===== src/rtl/vmem_arbiter_if.sv =====
// Frame-buffer arbiter bus: display read, two pixel writers, clear control and RAM port.
// "slave" is the arbiter side; "master" is the surrounding system (VGA, writers, RAM).
interface vmem_arbiter_if #(
  parameter int AW         = 19,
  parameter int DW         = 24,
  parameter int FIFO_DEPTH = 4
);
  localparam int LW = $clog2(FIFO_DEPTH) + 1;

  logic          disp_valid;
  logic [AW-1:0] disp_addr;
  logic [DW-1:0] disp_data;
  logic          wr0_valid;
  logic          wr0_ready;
  logic [AW-1:0] wr0_addr;
  logic [DW-1:0] wr0_data;
  logic          wr1_valid;
  logic          wr1_ready;
  logic [AW-1:0] wr1_addr;
  logic [DW-1:0] wr1_data;
  logic          clear_req;
  logic [DW-1:0] clear_color;
  logic          clear_busy;
  logic [LW-1:0] fifo_level;
  logic          mem_en;
  logic          mem_we;
  logic [AW-1:0] mem_addr;
  logic [DW-1:0] mem_wdata;
  logic [DW-1:0] mem_rdata;

  modport slave (
    input  disp_valid, disp_addr, wr0_valid, wr0_addr, wr0_data,
           wr1_valid, wr1_addr, wr1_data, clear_req, clear_color, mem_rdata,
    output disp_data, wr0_ready, wr1_ready, clear_busy, fifo_level,
           mem_en, mem_we, mem_addr, mem_wdata
  );

  modport master (
    output disp_valid, disp_addr, wr0_valid, wr0_addr, wr0_data,
           wr1_valid, wr1_addr, wr1_data, clear_req, clear_color, mem_rdata,
    input  disp_data, wr0_ready, wr1_ready, clear_busy, fifo_level,
           mem_en, mem_we, mem_addr, mem_wdata
  );
endinterface


===== src/rtl/vmem_arbiter.sv =====
// Single-port frame-buffer arbiter: display reads win every cycle, writer traffic is
// buffered in a small FIFO and drained (or a full-buffer clear is swept) in blanking cycles.
module vmem_arbiter #(
  parameter int AW         = 19,
  parameter int DW         = 24,
  parameter int FIFO_DEPTH = 4
) (
  input logic           clk,
  input logic           rst,
  vmem_arbiter_if.slave bus
);
  localparam int PW = $clog2(FIFO_DEPTH);
  localparam int LW = PW + 1;

  typedef enum logic [1:0] {IDLE = 2'd0, FLUSH = 2'd1, CLEAR = 2'd2} state_t;

  state_t        state_q;
  logic [AW-1:0] fifo_addr_q [FIFO_DEPTH];
  logic [DW-1:0] fifo_data_q [FIFO_DEPTH];
  logic [PW-1:0] rd_ptr_q;
  logic [PW-1:0] wr_ptr_q;
  logic [LW-1:0] level_q;
  logic [AW-1:0] clr_cnt_q;
  logic [DW-1:0] clr_color_q;
  logic          prio_q;      // 1: writer 1 is preferred when both request
  logic          disp_vld_q;

  logic          fifo_empty;
  logic          fifo_full;
  logic          enq_ok;
  logic          rdy0_d;
  logic          rdy1_d;
  logic          enq0_d;
  logic          enq1_d;
  logic          enq_d;
  logic          deq_d;
  logic          clr_wr_d;
  logic [AW-1:0] enq_addr_d;
  logic [DW-1:0] enq_data_d;

  assign fifo_empty = (level_q == '0);
  assign fifo_full  = (level_q == LW'(FIFO_DEPTH));
  assign enq_ok     = !rst && (state_q == IDLE) && !fifo_full;

  // Each ready looks only at the other writer's valid, so a requester never sees its own loop.
  assign rdy0_d     = enq_ok && (!bus.wr1_valid || !prio_q);
  assign rdy1_d     = enq_ok && (!bus.wr0_valid ||  prio_q);
  assign enq0_d     = rdy0_d && bus.wr0_valid;
  assign enq1_d     = rdy1_d && bus.wr1_valid;
  assign enq_d      = enq0_d || enq1_d;
  assign enq_addr_d = enq0_d ? bus.wr0_addr : bus.wr1_addr;
  assign enq_data_d = enq0_d ? bus.wr0_data : bus.wr1_data;

  assign clr_wr_d   = !rst && (state_q == CLEAR) && !bus.disp_valid;
  assign deq_d      = !rst && (state_q != CLEAR) && !bus.disp_valid && !fifo_empty;

  assign bus.wr0_ready  = rdy0_d;
  assign bus.wr1_ready  = rdy1_d;
  assign bus.clear_busy = (state_q != IDLE);
  assign bus.fifo_level = level_q;
  assign bus.disp_data  = disp_vld_q ? bus.mem_rdata : '0;

  always_comb begin
    bus.mem_en    = 1'b0;
    bus.mem_we    = 1'b0;
    bus.mem_addr  = '0;
    bus.mem_wdata = '0;
    if (!rst && bus.disp_valid) begin
      bus.mem_en   = 1'b1;
      bus.mem_addr = bus.disp_addr;
    end else if (clr_wr_d) begin
      bus.mem_en    = 1'b1;
      bus.mem_we    = 1'b1;
      bus.mem_addr  = clr_cnt_q;
      bus.mem_wdata = clr_color_q;
    end else if (deq_d) begin
      bus.mem_en    = 1'b1;
      bus.mem_we    = 1'b1;
      bus.mem_addr  = fifo_addr_q[rd_ptr_q];
      bus.mem_wdata = fifo_data_q[rd_ptr_q];
    end
  end

  always_ff @(posedge clk or posedge rst) begin
    if (rst) begin
      state_q    <= IDLE;
      rd_ptr_q   <= '0;
      wr_ptr_q   <= '0;
      level_q    <= '0;
      clr_cnt_q  <= '0;
      prio_q     <= 1'b0;
      disp_vld_q <= 1'b0;
    end else begin
      disp_vld_q <= bus.disp_valid;
      if (enq_d) begin
        wr_ptr_q <= wr_ptr_q + 1'b1;
        prio_q   <= enq0_d;
      end
      if (deq_d) rd_ptr_q <= rd_ptr_q + 1'b1;
      if (enq_d && !deq_d)      level_q <= level_q + 1'b1;
      else if (!enq_d && deq_d) level_q <= level_q - 1'b1;
      case (state_q)
        IDLE:  if (bus.clear_req) state_q <= FLUSH;
        FLUSH: if (fifo_empty) state_q <= CLEAR;
        CLEAR: if (clr_wr_d) begin
                 clr_cnt_q <= clr_cnt_q + 1'b1;
                 if (&clr_cnt_q) state_q <= IDLE;
               end
        default: state_q <= IDLE;
      endcase
    end
  end

  // Data-only storage: no reset needed, contents are qualified by pointers/level.
  always_ff @(posedge clk) begin
    if (enq_d) begin
      fifo_addr_q[wr_ptr_q] <= enq_addr_d;
      fifo_data_q[wr_ptr_q] <= enq_data_d;
    end
    if ((state_q == IDLE) && bus.clear_req) clr_color_q <= bus.clear_color;
  end
endmodule


===== src/flat_wrapper.sv =====
// flat-port wrapper written by rule: the top's interface ports become plain ports
module vmem_arbiter_flat 
#(
  parameter int AW         = 19,
  parameter int DW         = 24,
  parameter int FIFO_DEPTH = 4
)
  (clk, rst, bus_disp_valid, bus_disp_addr, bus_wr0_valid, bus_wr0_addr, bus_wr0_data, bus_wr1_valid, bus_wr1_addr, bus_wr1_data, bus_clear_req, bus_clear_color, bus_mem_rdata, bus_disp_data, bus_wr0_ready, bus_wr1_ready, bus_clear_busy, bus_fifo_level, bus_mem_en, bus_mem_we, bus_mem_addr, bus_mem_wdata);
  vmem_arbiter_if #(.AW(AW), .DW(DW), .FIFO_DEPTH(FIFO_DEPTH)) bus_i ();
  input logic clk;
  input logic rst;
  input wire logic [$bits(bus_i.disp_valid)-1:0] bus_disp_valid;
  input wire logic [$bits(bus_i.disp_addr)-1:0] bus_disp_addr;
  input wire logic [$bits(bus_i.wr0_valid)-1:0] bus_wr0_valid;
  input wire logic [$bits(bus_i.wr0_addr)-1:0] bus_wr0_addr;
  input wire logic [$bits(bus_i.wr0_data)-1:0] bus_wr0_data;
  input wire logic [$bits(bus_i.wr1_valid)-1:0] bus_wr1_valid;
  input wire logic [$bits(bus_i.wr1_addr)-1:0] bus_wr1_addr;
  input wire logic [$bits(bus_i.wr1_data)-1:0] bus_wr1_data;
  input wire logic [$bits(bus_i.clear_req)-1:0] bus_clear_req;
  input wire logic [$bits(bus_i.clear_color)-1:0] bus_clear_color;
  input wire logic [$bits(bus_i.mem_rdata)-1:0] bus_mem_rdata;
  output wire logic [$bits(bus_i.disp_data)-1:0] bus_disp_data;
  output wire logic [$bits(bus_i.wr0_ready)-1:0] bus_wr0_ready;
  output wire logic [$bits(bus_i.wr1_ready)-1:0] bus_wr1_ready;
  output wire logic [$bits(bus_i.clear_busy)-1:0] bus_clear_busy;
  output wire logic [$bits(bus_i.fifo_level)-1:0] bus_fifo_level;
  output wire logic [$bits(bus_i.mem_en)-1:0] bus_mem_en;
  output wire logic [$bits(bus_i.mem_we)-1:0] bus_mem_we;
  output wire logic [$bits(bus_i.mem_addr)-1:0] bus_mem_addr;
  output wire logic [$bits(bus_i.mem_wdata)-1:0] bus_mem_wdata;
  assign bus_i.disp_valid = bus_disp_valid;
  assign bus_i.disp_addr = bus_disp_addr;
  assign bus_i.wr0_valid = bus_wr0_valid;
  assign bus_i.wr0_addr = bus_wr0_addr;
  assign bus_i.wr0_data = bus_wr0_data;
  assign bus_i.wr1_valid = bus_wr1_valid;
  assign bus_i.wr1_addr = bus_wr1_addr;
  assign bus_i.wr1_data = bus_wr1_data;
  assign bus_i.clear_req = bus_clear_req;
  assign bus_i.clear_color = bus_clear_color;
  assign bus_i.mem_rdata = bus_mem_rdata;
  assign bus_disp_data = bus_i.disp_data;
  assign bus_wr0_ready = bus_i.wr0_ready;
  assign bus_wr1_ready = bus_i.wr1_ready;
  assign bus_clear_busy = bus_i.clear_busy;
  assign bus_fifo_level = bus_i.fifo_level;
  assign bus_mem_en = bus_i.mem_en;
  assign bus_mem_we = bus_i.mem_we;
  assign bus_mem_addr = bus_i.mem_addr;
  assign bus_mem_wdata = bus_i.mem_wdata;
  vmem_arbiter #(.AW(AW), .DW(DW), .FIFO_DEPTH(FIFO_DEPTH)) u_core (.clk(clk), .rst(rst), .bus(bus_i));
endmodule

===== config.mk =====
export PLATFORM = sky130hd
export DESIGN_NAME = vmem_arbiter_flat
export DESIGN_NICKNAME = d
export VERILOG_FILES = /design/src/rtl/vmem_arbiter_if.sv /design/src/rtl/vmem_arbiter.sv /design/src/flat_wrapper.sv
export SDC_FILE = /design/constraint.sdc
export NUM_CORES = 1
export LEC_CHECK = 0
export BUFFER_PORTS_ARGS = -buffer_cell sky130_fd_sc_hd__buf_2
export CELL_PAD_IN_SITES_DETAIL_PLACEMENT = 0
export CELL_PAD_IN_SITES_GLOBAL_PLACEMENT = 1
export CORE_ASPECT_RATIO = 1.75
export CORE_UTILIZATION = 45
export DETAILED_ROUTE_END_ITERATION = 7
export GPL_TIMING_DRIVEN = 1
export PLACE_DENSITY = 0.89
export SYNTH_ARGS = -nofsm -noshare
export SYNTH_HDL_FRONTEND = slang
export SYNTH_SLANG_ARGS = --single-unit

===== constraint.sdc =====
create_clock -name clk -period 3.52 [get_ports clk]
set_clock_uncertainty 0.1 [all_clocks]
set_input_delay 0 -clock clk [delete_from_list [all_inputs] [get_ports clk]]
set_output_delay 0 -clock clk [all_outputs]
set_load 0.02 [all_outputs]

==> out/qor.csv <==
metric,value,unit
status,finished clean,
syn-instance-count,549,
dr.pass1.iters,4,
insertion_delay,0.50,ns
global_route.overflow_total,0,
coreArea,21400,um^2
drc,0,
p_comb_frac,0.261,
chipHeight,197,um
cp_data_required_time,3.64,ns
grt_pass1_wl,33.4,mm
drv_cap,0,
nNetsFinal,1069,
grt_pass1_vias,6380,
vdd_drop_max,0.000500,V
cts_buffer_depth,3,
maxSlewViolCount,0,
p_seq_frac,0.459,
area_delta_synth_final,33.9,%
placed_area,11300,um^2
drt-total-wl,22.2,mm
hold_depth,2,
cts.sinks,226,
relSlewSlack,0.216,
worst_setup_path_start_kind,register,
wl_per_cell,18.3,um
switching_power,2.23,mW
end_kind,register,
final_common_cell,buf_2,
finalHoldViolCount,0,
final_layout_size_suffix_gt1_frac,0.418,
ant_nets,0,
tightestPinTransition,1.17,ns
cp_max_fo,17,
period_needed,3.12,ns
synth-async-reset-ratio,0.133,
post-route-period-util,0.886,
fin_area,13100,um^2
placedCellCount,1056,
synth_seq_cells,226,
reg2reg_depth,6,
netSwitchingFraction,0.286,
finalPower,7.80,mW
n_antenna_cell,0,
p_per_area,594,nW/um^2
routabilityCongestion,0.752,
synthTopCellsByArea,"edfxtp_1 (60%), mux4_2 (9.9%), dfrtp_1 (7.6%)",
cts_resized,0,
grt.total_usage,0.198,
cts-root-buf,clkbuf_16,
ys_seq_area_frac,0.676,
antenna_found_initial,0,
p_leak,5.21,nW
ys_types,39,
mappedNetlistArea,9810,um^2
die_w,114,um
setup_violations,0,
clkPwrFrac,0.280,
clk_pin_slew,0.07,ns
fp-row-count,71,
rsz0062_at_grt,false,
critical_path_class,reg2reg,
vias_per_cell,5.12,
htree_levels,1,
numCtsBuffers,21,
mostFrequentLayoutCells,"buf_2 (233), edfxtp_1 (196), dlygate4sd3_1 (116)",
synth_top_area_cell,edfxtp_1,
setup_tns,0,ns
fillers,1589,
pin_count,234,
synth.avg_cell_area,17.9,um^2
dieArea,22400,um^2
synth_ff_type,edfxtp_1,
yosys_warnings,0,
max_freq,321,MHz
stdcell_count,1210,
hpwl,14.7,mm
cp_data_arrival_time,3.24,ns
grt_max_degree,46,
cts_tree,yes,
drt_iter0_drc,222,
synth.top_cell.area_share,0.600,
start_util,0.458,
syn_nets,715,
power.internal,5.57,mW
synth_enable_flop_cells,196,
min_path_type,in2reg,
vias,6196,
portBuffers,233,
-- through the flow --
| step | worst slack (ns) | utilization | hold slack [ns] |
|---|---|---|---|
| 2_1_floorplan | 0.649 | - | -0.0686 |
| 3_3_place_gp | 0.936 | 0.528 | 0.0759 |
| 3_5_place_dp | 0.873 | 0.528 | 0.0781 |
| 4_1_cts | 0.373 | 0.614 | 0.0930 |
| 5_1_grt | 0.293 | 0.614 | 0.106 |
| 6_report | 0.402 | 0.614 | 0.109 |
-- worst paths after layout --
path	start	to	slack, ns
worst max-delay path	u_core.state_q[0]	u_core.fifo_addr_q[0][4]	0.40
worst min-delay path	bus_clear_color[8]	u_core.clr_color_q[8]	0.11
worst max register to register	u_core.state_q[0]	u_core.fifo_addr_q[0][4]	0.40
worst min register to register	u_core.clr_cnt_q[8]	u_core.clr_cnt_q[8]	0.40
max in group asynchronous	rst	u_core.rd_ptr_q[0]	2.82
min in group asynchronous	rst	u_core.clr_cnt_q[6]	0.17
-- final cells by class --
| class | count | area, um^2 | area share |
|---|---|---|---|
| clock buffer | 25 | 561 | 0.0427 |
| clock inverter | 13 | 116 | 0.00885 |
| timing repair buffer | 363 | 2430 | 0.185 |
| sequential | 226 | 6640 | 0.505 |
| multi-input combinational | 283 | 3000 | 0.228 |
| tap | 292 | 365 | 0.0278 |
| inverter | 8 | 30.0 | 0.00228 |
-- worst max-delay path, cell delays in order, from the launching register on --
cell and delay, ns:
dfrtp_1 0.45, or2_4 0.30, a211oi_4 0.30, nand3_4 0.38, buf_4 0.38, mux2_4 0.32, dlygate4sd3_1 0.60
-- kinds of logic (layout without fill, tap and decap cells) --
family,after synthesis,in the layout,synth area share
multiplexers,89,89,0.166
flip-flops,226,226,0.676
buffers and inverters,40,409,0.0201
XOR/XNOR,24,24,0.0214
adder cells (fa/ha/maj),7,7,0.00969
AO/OA/AOI/OAI,70,70,0.0529
AND/OR/NAND/NOR,93,93,0.0533
-- timing repair --
action                                 in CTS  in global routing
hold buffers                              116                  0
buffers inserted                            0                  0
endpoints found under the hold margin     230                  0
-- cell usage after synthesis (9+ instances only) --
cell      number
nand2_1       12
a22oi_1       19
clkbuf_1      13
buf_2         14
xnor2_1       19
nand3_1        9
a21oi_1       19
and2_1        30
nor2_1        25
dfrtp_1       30
mux2_4        39
edfxtp_1     196
a22o_1        24
mux4_2        43
-- state kept, by name, indices dropped and copies added, names as in the netlist --
name	flops
u_core.state_q	2
u_core.wr_ptr_q	2
u_core.rd_ptr_q	2
u_core.fifo_data_q	96
u_core.bus.fifo_level	3
u_core.fifo_addr_q	76
u_core.clr_color_q	24
u_core.prio_q	1
u_core.disp_vld_q	1
u_core.clr_cnt_q	19
-- power by group through the flow --
stage	sequential [mW]	clock [mW]	combinational, mW
after floorplan	3.43	0	1.50
after global placement	3.63	0	1.90
after detailed placement	3.65	0	1.91
after CTS	3.59	2.23	2.07
after global routing	3.63	2.34	2.19
final	3.58	2.19	2.04
-- layer usage --
layer	vias up	GRT usage	share of wire
li1	2870	-	-
met1	3059	0.218	0.36
met2	227	0.382	0.55
met3	40	0.0203	0.050
met4	0	0.0809	0.033
met5	-	0	0
(Power assumes the default switching activity.)
